==> src/rtl/axi_lite_rr_arbiter.sv <==
// Round-robin arbiter sharing one AXI4-Lite slave port between NUM_MST masters.
// One transaction (read or write) is in flight at a time. The response is
// routed back to the granted master only. Arbitration restarts after that.
module axi_lite_rr_arbiter #(
  parameter int NUM_MST    = 4,
  parameter int ADDR_WIDTH = 64,
  parameter int DATA_WIDTH = 64
) (
  input  logic                                clk_i,
  input  logic                                rst_ni,
  // master side, master i at slice i
  input  logic [NUM_MST*ADDR_WIDTH-1:0]       mst_aw_addr_i,
  input  logic [NUM_MST-1:0]                  mst_aw_valid_i,
  output logic [NUM_MST-1:0]                  mst_aw_ready_o,
  input  logic [NUM_MST*DATA_WIDTH-1:0]       mst_w_data_i,
  input  logic [NUM_MST*(DATA_WIDTH/8)-1:0]   mst_w_strb_i,
  input  logic [NUM_MST-1:0]                  mst_w_valid_i,
  output logic [NUM_MST-1:0]                  mst_w_ready_o,
  output logic [1:0]                          mst_b_resp_o,
  output logic [NUM_MST-1:0]                  mst_b_valid_o,
  input  logic [NUM_MST-1:0]                  mst_b_ready_i,
  input  logic [NUM_MST*ADDR_WIDTH-1:0]       mst_ar_addr_i,
  input  logic [NUM_MST-1:0]                  mst_ar_valid_i,
  output logic [NUM_MST-1:0]                  mst_ar_ready_o,
  output logic [DATA_WIDTH-1:0]               mst_r_data_o,
  output logic [1:0]                          mst_r_resp_o,
  output logic [NUM_MST-1:0]                  mst_r_valid_o,
  input  logic [NUM_MST-1:0]                  mst_r_ready_i,
  // slave side
  output logic [ADDR_WIDTH-1:0]               slv_aw_addr_o,
  output logic                                slv_aw_valid_o,
  input  logic                                slv_aw_ready_i,
  output logic [DATA_WIDTH-1:0]               slv_w_data_o,
  output logic [DATA_WIDTH/8-1:0]             slv_w_strb_o,
  output logic                                slv_w_valid_o,
  input  logic                                slv_w_ready_i,
  input  logic [1:0]                          slv_b_resp_i,
  input  logic                                slv_b_valid_i,
  output logic                                slv_b_ready_o,
  output logic [ADDR_WIDTH-1:0]               slv_ar_addr_o,
  output logic                                slv_ar_valid_o,
  input  logic                                slv_ar_ready_i,
  input  logic [DATA_WIDTH-1:0]               slv_r_data_i,
  input  logic [1:0]                          slv_r_resp_i,
  input  logic                                slv_r_valid_i,
  output logic                                slv_r_ready_o,
  // status
  output logic                                busy_o,
  output logic [$clog2(NUM_MST)-1:0]          grant_o
);

  localparam int STRB_W = DATA_WIDTH / 8;
  localparam int GW     = $clog2(NUM_MST);

  typedef enum logic [2:0] {IDLE, AR, R, AW_W, B} state_e;

  state_e               state;
  logic [GW-1:0]        grant;
  logic [GW-1:0]        rr_ptr;
  logic                 last_wr;
  logic                 aw_done;
  logic                 w_done;

  logic [NUM_MST-1:0]   rd_req;
  logic [NUM_MST-1:0]   wr_req;
  logic [NUM_MST-1:0]   req;
  logic                 found;
  logic [GW-1:0]        win;
  logic [GW-1:0]        rr_nxt;
  logic                 aw_hs;
  logic                 w_hs;

  // A write only counts as a request once both AW and W are presented, so a
  // lone AW never stalls the other masters.
  assign rd_req = mst_ar_valid_i;
  assign wr_req = mst_aw_valid_i & mst_w_valid_i;
  assign req    = rd_req | wr_req;

  // Scan requests starting at rr_ptr, wrapping modulo NUM_MST.
  always_comb begin
    int c;
    found = 1'b0;
    win   = '0;
    c     = 0;
    for (int k = 0; k < NUM_MST; k++) begin
      c = int'(rr_ptr) + k;
      if (c >= NUM_MST) c = c - NUM_MST;
      if (!found && req[c[GW-1:0]]) begin
        found = 1'b1;
        win   = c[GW-1:0];
      end
    end
    rr_nxt = (int'(win) == NUM_MST - 1) ? '0 : win + 1'b1;
  end

  assign aw_hs = (state == AW_W) && !aw_done && slv_aw_ready_i;
  assign w_hs  = (state == AW_W) && !w_done  && slv_w_ready_i;

  // Channel routing: valids/readies follow the registered state and grant only,
  // so no master valid reaches a slave valid combinationally.
  always_comb begin
    mst_aw_ready_o = '0;
    mst_w_ready_o  = '0;
    mst_b_valid_o  = '0;
    mst_ar_ready_o = '0;
    mst_r_valid_o  = '0;
    slv_aw_valid_o = 1'b0;
    slv_w_valid_o  = 1'b0;
    slv_b_ready_o  = 1'b0;
    slv_ar_valid_o = 1'b0;
    slv_r_ready_o  = 1'b0;
    case (state)
      AR: begin
        slv_ar_valid_o        = 1'b1;
        mst_ar_ready_o[grant] = slv_ar_ready_i;
      end
      R: begin
        mst_r_valid_o[grant] = slv_r_valid_i;
        slv_r_ready_o        = mst_r_ready_i[grant];
      end
      AW_W: begin
        slv_aw_valid_o        = !aw_done;
        slv_w_valid_o         = !w_done;
        mst_aw_ready_o[grant] = slv_aw_ready_i && !aw_done;
        mst_w_ready_o[grant]  = slv_w_ready_i && !w_done;
      end
      B: begin
        mst_b_valid_o[grant] = slv_b_valid_i;
        slv_b_ready_o        = mst_b_ready_i[grant];
      end
      default: ;
    endcase
  end

  // Payload muxes from the granted master; response payloads are broadcast.
  assign slv_aw_addr_o = mst_aw_addr_i[grant*ADDR_WIDTH +: ADDR_WIDTH];
  assign slv_ar_addr_o = mst_ar_addr_i[grant*ADDR_WIDTH +: ADDR_WIDTH];
  assign slv_w_data_o  = mst_w_data_i[grant*DATA_WIDTH +: DATA_WIDTH];
  assign slv_w_strb_o  = mst_w_strb_i[grant*STRB_W +: STRB_W];
  assign mst_r_data_o  = slv_r_data_i;
  assign mst_r_resp_o  = slv_r_resp_i;
  assign mst_b_resp_o  = slv_b_resp_i;

  assign busy_o  = (state != IDLE);
  assign grant_o = grant;

  // Transaction FSM: grant in IDLE, then walk the address/data/response phases.
  always_ff @(posedge clk_i or negedge rst_ni) begin
    if (!rst_ni) begin
      state   <= IDLE;
      grant   <= '0;
      rr_ptr  <= '0;
      last_wr <= 1'b0;
      aw_done <= 1'b0;
      w_done  <= 1'b0;
    end else begin
      case (state)
        IDLE: begin
          if (found) begin
            grant  <= win;
            rr_ptr <= rr_nxt;
            // With both kinds pending, alternate relative to the last choice.
            if (wr_req[win] && (!rd_req[win] || !last_wr)) begin
              state   <= AW_W;
              last_wr <= 1'b1;
            end else begin
              state   <= AR;
              last_wr <= 1'b0;
            end
          end
        end
        AR: begin
          if (slv_ar_ready_i) state <= R;
        end
        R: begin
          if (slv_r_valid_i && mst_r_ready_i[grant]) state <= IDLE;
        end
        AW_W: begin
          if ((aw_done || aw_hs) && (w_done || w_hs)) begin
            aw_done <= 1'b0;
            w_done  <= 1'b0;
            state   <= B;
          end else begin
            if (aw_hs) aw_done <= 1'b1;
            if (w_hs)  w_done  <= 1'b1;
          end
        end
        B: begin
          if (slv_b_valid_i && mst_b_ready_i[grant]) state <= IDLE;
        end
        default: state <= IDLE;
      endcase
    end
  end

endmodule

==> config.mk <==
export PLATFORM = sky130hd
export DESIGN_NAME = axi_lite_rr_arbiter
export DESIGN_NICKNAME = d
export VERILOG_FILES = /design/src/rtl/axi_lite_rr_arbiter.sv
export SDC_FILE = /design/constraint.sdc
export NUM_CORES = 1
export LEC_CHECK = 0
export ABC_AREA = 1
export BUFFER_PORTS_ARGS = -buffer_cell sky130_fd_sc_hd__buf_2
export CORE_AREA = 2 2 465 467
export CTS_BUF_LIST = sky130_fd_sc_hd__clkbuf_16
export DETAILED_ROUTE_END_ITERATION = 10
export DIE_AREA = 0 0 467 469
export SKIP_LAST_GASP = 1
export SLEW_MARGIN = 0
export SYNTH_ARGS = -nofsm -noshare
export SYNTH_HDL_FRONTEND = slang
export SYNTH_SLANG_ARGS = --single-unit
==> constraint.sdc <==
create_clock -name clk_i -period 2.88 [get_ports clk_i]
set_input_delay 0.288 -clock clk_i [delete_from_list [all_inputs] [get_ports clk_i]]
set_output_delay 0.288 -clock clk_i [all_outputs]
set_load 0.005 [all_outputs]
Word-level counts from Yosys, hierarchy flattened
Index checks and enable logic that the tools add are counted.
{ "totals": {"in_bits": 895, "register_bits": 10, "output_inout_bits": 296, "wordCells": 131} }
{ "classes": {"bitwise": 7, "reduce_logical": 32, "n_mux": 53, "magnitude_cmp": 11, "n_shift": 4, "n_addsub": 8, "eq_ne": 10} }
{ "ops": {"columns": ["cell", "count"], "rows": [
  ["variable part select 256 x 9 -> 64 bit", 3],
  ["variable part select 32 x 6 -> 8 bit", 1],
  ["bitwise AND 4 bit", 6],
  ["2-to-1 mux 1 bit", 23],
  ["2-to-1 mux 2 bit", 10],
  ["2-to-1 mux 4 bit", 5],
  ["less-than comparator 2 x 3 -> 1 bit (second input constant)", 6],
  ["binary-select mux 1 bit (select 2 bit)", 8],
  ["2-to-1 mux 3 bit", 5],
  ["case mux 3 bit (5 select lines)", 1],
  ["logical AND 1 bit", 14],
  ["greater-or-equal comparator 3 bit (second input constant)", 3],
  ["!= test 2 bit (second input constant)", 4],
  ["subtractor 2 x 1 -> 2 bit (second input constant)", 4],
  ["zero test 1 bit", 7],
  ["adder 2 x 2 -> 3 bit (second input constant)", 2],
  ["equality test 3 x 2 -> 1 bit (second input constant)", 2],
  ["AND reduction 2 bit", 3],
  ["AND reduction 5 bit", 1],
  ["bitwise OR 4 bit", 1],
  ["nonzero test 2 bit", 2],
  ["adder 2 x 1 -> 3 bit (second input constant)", 1],
  ["equality test 3 x 1 -> 1 bit (second input constant)", 1],
  ["equality test 3 bit (second input constant)", 1],
  ["9 further kinds", 11]
]} }

Longest topological paths before layout
{ "depth": {"depth_word": 22, "mapped_depth": 16, "depth_no_buf": 15} }

Worst setup path before layout
No wires, ideal clock.
{ "synth_timing": {"kind": "register to output", "from": "register grant[0], in the netlist grant_o[0]", "to": "output port slv_ar_addr_o[11]", "path_stages_with_launch": 8, "path_buffers": 2, "required_ns": 2.592, "path_slack_ns": 1.164, "arrival_time_ns": 1.428, "cell_sequence": "dfrtp_1 inv_1 nand2_1 inv_1 clkbuf_1 clkbuf_1 a22oi_1 nand2_1"} }
{ "synth_between": {"elab_chain_cells": 1} }
{ "synth_rtl": {"columns": ["item", "line", "source"], "rows": [
  ["start, declared", "58", "logic [GW-1:0] grant;"],
  ["start signal, assigned", "160", "grant <= win;"],
  ["variable part select 256 x 9 -> 64 bit", "137", "assign slv_ar_addr_o = mst_ar_addr_i[grant*ADDR_WIDTH +: ADDR_WIDTH];"],
  ["end, declared", "40", "output logic [ADDR_WIDTH-1:0] slv_ar_addr_o,"]
]} }
No other way between the ends.

Worst setup path after layout
{ "layout_timing": {"from": "register grant[0], in the netlist grant_o[0]", "to": "output port slv_w_data_o[32]"} }
{ "layout_between": {"elab_chain_cells": 1} }
{ "layout_rtl": {"columns": ["item", "line", "source"], "rows": [
  ["variable part select 256 x 9 -> 64 bit", "138", "assign slv_w_data_o = mst_w_data_i[grant*DATA_WIDTH +: DATA_WIDTH];"],
  ["end, declared", "33", "output logic [DATA_WIDTH-1:0] slv_w_data_o,"]
]} }
No other way between the ends.

==> metrics.cfg <==
[placed_design]
dp.cells = 4794
placed_cell_area_mm2 = 0.0157
gp_congestion = 0.970
numPortBuffers = 1054
dp.final_hpwl_mm = 172

[setup_path]
cp.buffers_inverters = 5
crit_path_cell_trace = inv_2 -> nand2_4 -> inv_12 -> buf_16 -> buf_8 -> a22oi_2 -> nand2_4 -> buf_12
r2r.worst_path.cells = 11
critPathMaxStageDelay_ps = 580
crit_path_start_kind = flip-flop
worstReg2RegStart = grant_o[0]
worstSetupEndpointType = output pin
worst_ep_required_time_ps = 2590
r2r_setup_slack_ps = 660
timing.critical_path.depth = 8
setup.worst_path.class = flip-flop to output pin
worst_path_arrival_ps = 2500
cp_top_family = buffers and inverters
critical_path_peak_fanout = 37
r2r-end = state[1]
slowest_stage = a22oi_2
crit_top_cell = nand2_4

[timing]
final_max_slew_viol_count = 0
max_freq_mhz = 359
finalHoldViolations = 0
finalSetupViolations = 0
rsz0062_at_grt = no
min_period_over_period_pct = 96.8
setup_tns_after_final_layout_ps = 0
fin_worst_skew_ps = 7.13
tightestPinTransition_ps = 783
min_period_ps = 2790
timing.max_slew.rel_slack_pct = 47.8

[pwr]
power.total_uw = 21700
static-leakage-power_uw = 0.00729
power_density_mw_per_mm2 = 1340
ir_drop_mv = 0.628

[route]
detailedRoute.firstPassIterationCount = 5
detail_route.wl_per_cell_um = 37.4
postRouteWirelength_mm = 182
first_iter_violations = 1020
via_density = 2.73
routed-via-count = 13300
drt_drc_violations_left = 0
postRouteAntennaNets = 0

[layout]
postLayoutCellArea_mm2 = 0.0162
fill_cells = 25300
multi_input_area_mm2 = 0.00467
syn2layout_area_growth_pct = 184
final_cells = 4869
drive_above_1_share_pct = 60.9
nNetsFinal = 2861
ff_latch_area_um2 = 253

[die]
fp.coreArea_mm2 = 0.214
start_util_pct = 2.68
fp.dieW_um = 467
fp.dieArea_mm2 = 0.219
pin_count = 1191
core.rowCount = 170
die_h_um = 469

[synth]
synthesis.instances = 991
netlist_top_cells_area = a22oi_1 44%, nand2_1 20%, buf_4 8.9%
synth.largest_area_cell = a22oi_1
synth_area_mm2 = 0.00572
synth_top_area_share_pct = 44.5
yosys_warnings = 0
synth_cell_type_count = 27
yosysSeqAreaShare_pct = 4.37
syn_nets = 1886
average_cell_area_after_synthesis_um2 = 5.77
ys_ff_latch = 10

[global_route]
vias_in_the_first_global_route = 12300
maximum_number_of_pins_on_one_net_before_global_route_repair = 96
gr-total-overflow = 0
grt_pass1_wl_mm = 205
number_of_antenna_violations_at_the_first_check_in_global_routing = 156
grt_usage_pct = 15.7

[worst_hold_path]
tightest_hold_check_type = input pin to flip-flop
whs_endpoint = state[0]
worst_hold_startpoint = slv_ar_ready_i
timing.hold.worst_path_depth = 3

[clocking]
clk-insertion-delay-late_ps = 250
clock-sinks = 10
clock-root-buffer = clkbuf_16
number_of_buffers_created_by_cts = 3
maximum_number_of_buffers_from_clock_root_to_sink = 2
cts-htree-levels = 1
cts_tree = yes
cts.clk_slew.worst_paths_ps = 50

[outcome]
run_status = complete, no violations

[job]
cap_viol_max_count = 0

## synthesized netlist by cell type (all sizes together)
master,n
a22oi,339
nand2,312
nand3,86
clkbuf,82
buf,75
nor2,33
inv,26
a21oi,11
dfrtp,10
nor3,5
o21ai,4
a21boi,2
nand4,2
o21bai,2
nand3b,1
o211ai,1
## tightest hold or removal path: cells and delay by family
kind / cells / cell delay, ps
simple gates: 2 / 210
buf+inv: 1 / 100
## placed cells by master (no fill, tap or decap), types with 2 or more instances in the layout
cell type / synthesis / layout
buf_12: 0 / 101
nand2_4: 0 / 4
buf_8: 0 / 2
a21oi_1: 11 / 9
buf_6: 1 / 2
inv_2: 6 / 6
nand3_1: 82 / 82
dfrtp_1: 10 / 8
nor2_2: 2 / 2
inv_1: 19 / 17
o21ai_1: 3 / 3
nand3_2: 4 / 4
nand2_1: 304 / 281
a22oi_1: 339 / 329
a21boi_0: 2 / 2
diode_2: 0 / 66
dfrtp_2: 0 / 2
nor2_4: 3 / 5
a22oi_2: 0 / 10
nor3_1: 4 / 4
nor2_1: 28 / 26
nand2_2: 8 / 27
o21bai_1: 2 / 2
buf_2: 4 / 967
buf_4: 68 / 52
nand4_1: 2 / 2
clkbuf_16: 0 / 3
## layer usage
metal	vias to the layer above	routed length (µm)	global-route usage (%)	part of all wire, %
met3	371	30600	11.2	17
met5	-	422	0	0.23
li1	5634	-	-	-
met1	6009	60500	15.4	33
met2	1194	83700	26.4	46
met4	64	6950	4.70	3.8
## registers in the layout, summed over array words and instances (netlist names)
| signal | count |
|---|---|
| w_done | 1 |
| aw_done | 1 |
| grant_o | 2 |
| rr_ptr | 2 |
| last_wr | 1 |
| state | 3 |
## through the flow
stage	hold slack (ps)	utilization [%]	worst slack (ps)
final	410	7.59	92.4
after global routing	434	7.55	8.24
after global placement	191	7.36	-859
after detailed placement	199	7.36	-844
after floorplan	-7.59	-	1160
after CTS	413	7.50	-107
## worst max path at each step
stage | slack, ps | from | end
CTS | -110 | grant_o[0] | slv_w_data_o[58]
detailed placement | -840 | grant_o[0] | slv_w_data_o[58]
global placement | -860 | grant_o[0] | slv_w_data_o[58]
floorplan | 1160 | grant_o[0] | slv_ar_addr_o[11]
finish | 90 | grant_o[0] | slv_w_data_o[32]
global route | 8 | grant_o[0] | slv_w_data_o[32]
## timing repair
item | CTS | global route
hold buffers | 1 | 0
setup buffers | 1 | 2
setup endpoints to repair | 62 | 9
pin swaps | 3 | 5
cloned | 1 | 0
endpoints found under the hold margin | 10 | 0
resized for setup | 48 | 4
## power by group
part | internal, µW | total, µW | switching [µW]
Combinational | 7070 | 21100 | 14000
Sequential | 220 | 352 | 131
Clock | 184 | 264 | 80.0
Total | 7480 | 21700 | 14300
## kinds of logic (layout without fill, tap and decap cells)
family / count (synthesis) / count (layout) / synth area share (%)
other: 0 / 66 / 0
AND/OR/NAND/NOR: 439 / 439 / 32.2
AO/OA/AOI/OAI: 359 / 359 / 46.6
flip-flops: 10 / 10 / 4.37
buffers and inverters: 183 / 1157 / 16.8
## layout make-up
type                            instances  share of cell area, %
Timing Repair Buffer                 1127                   45.5
Multi-Input combinational cell        798                   28.8
Tap cell                             2838                   21.9
Sequential cell                        10                   1.56
Antenna cell                           66                   1.02
Inverter                               26                  0.825
Clock buffer                            3                  0.463
Clock inverter                          1                 0.0231
(Power assumes the default switching activity.)
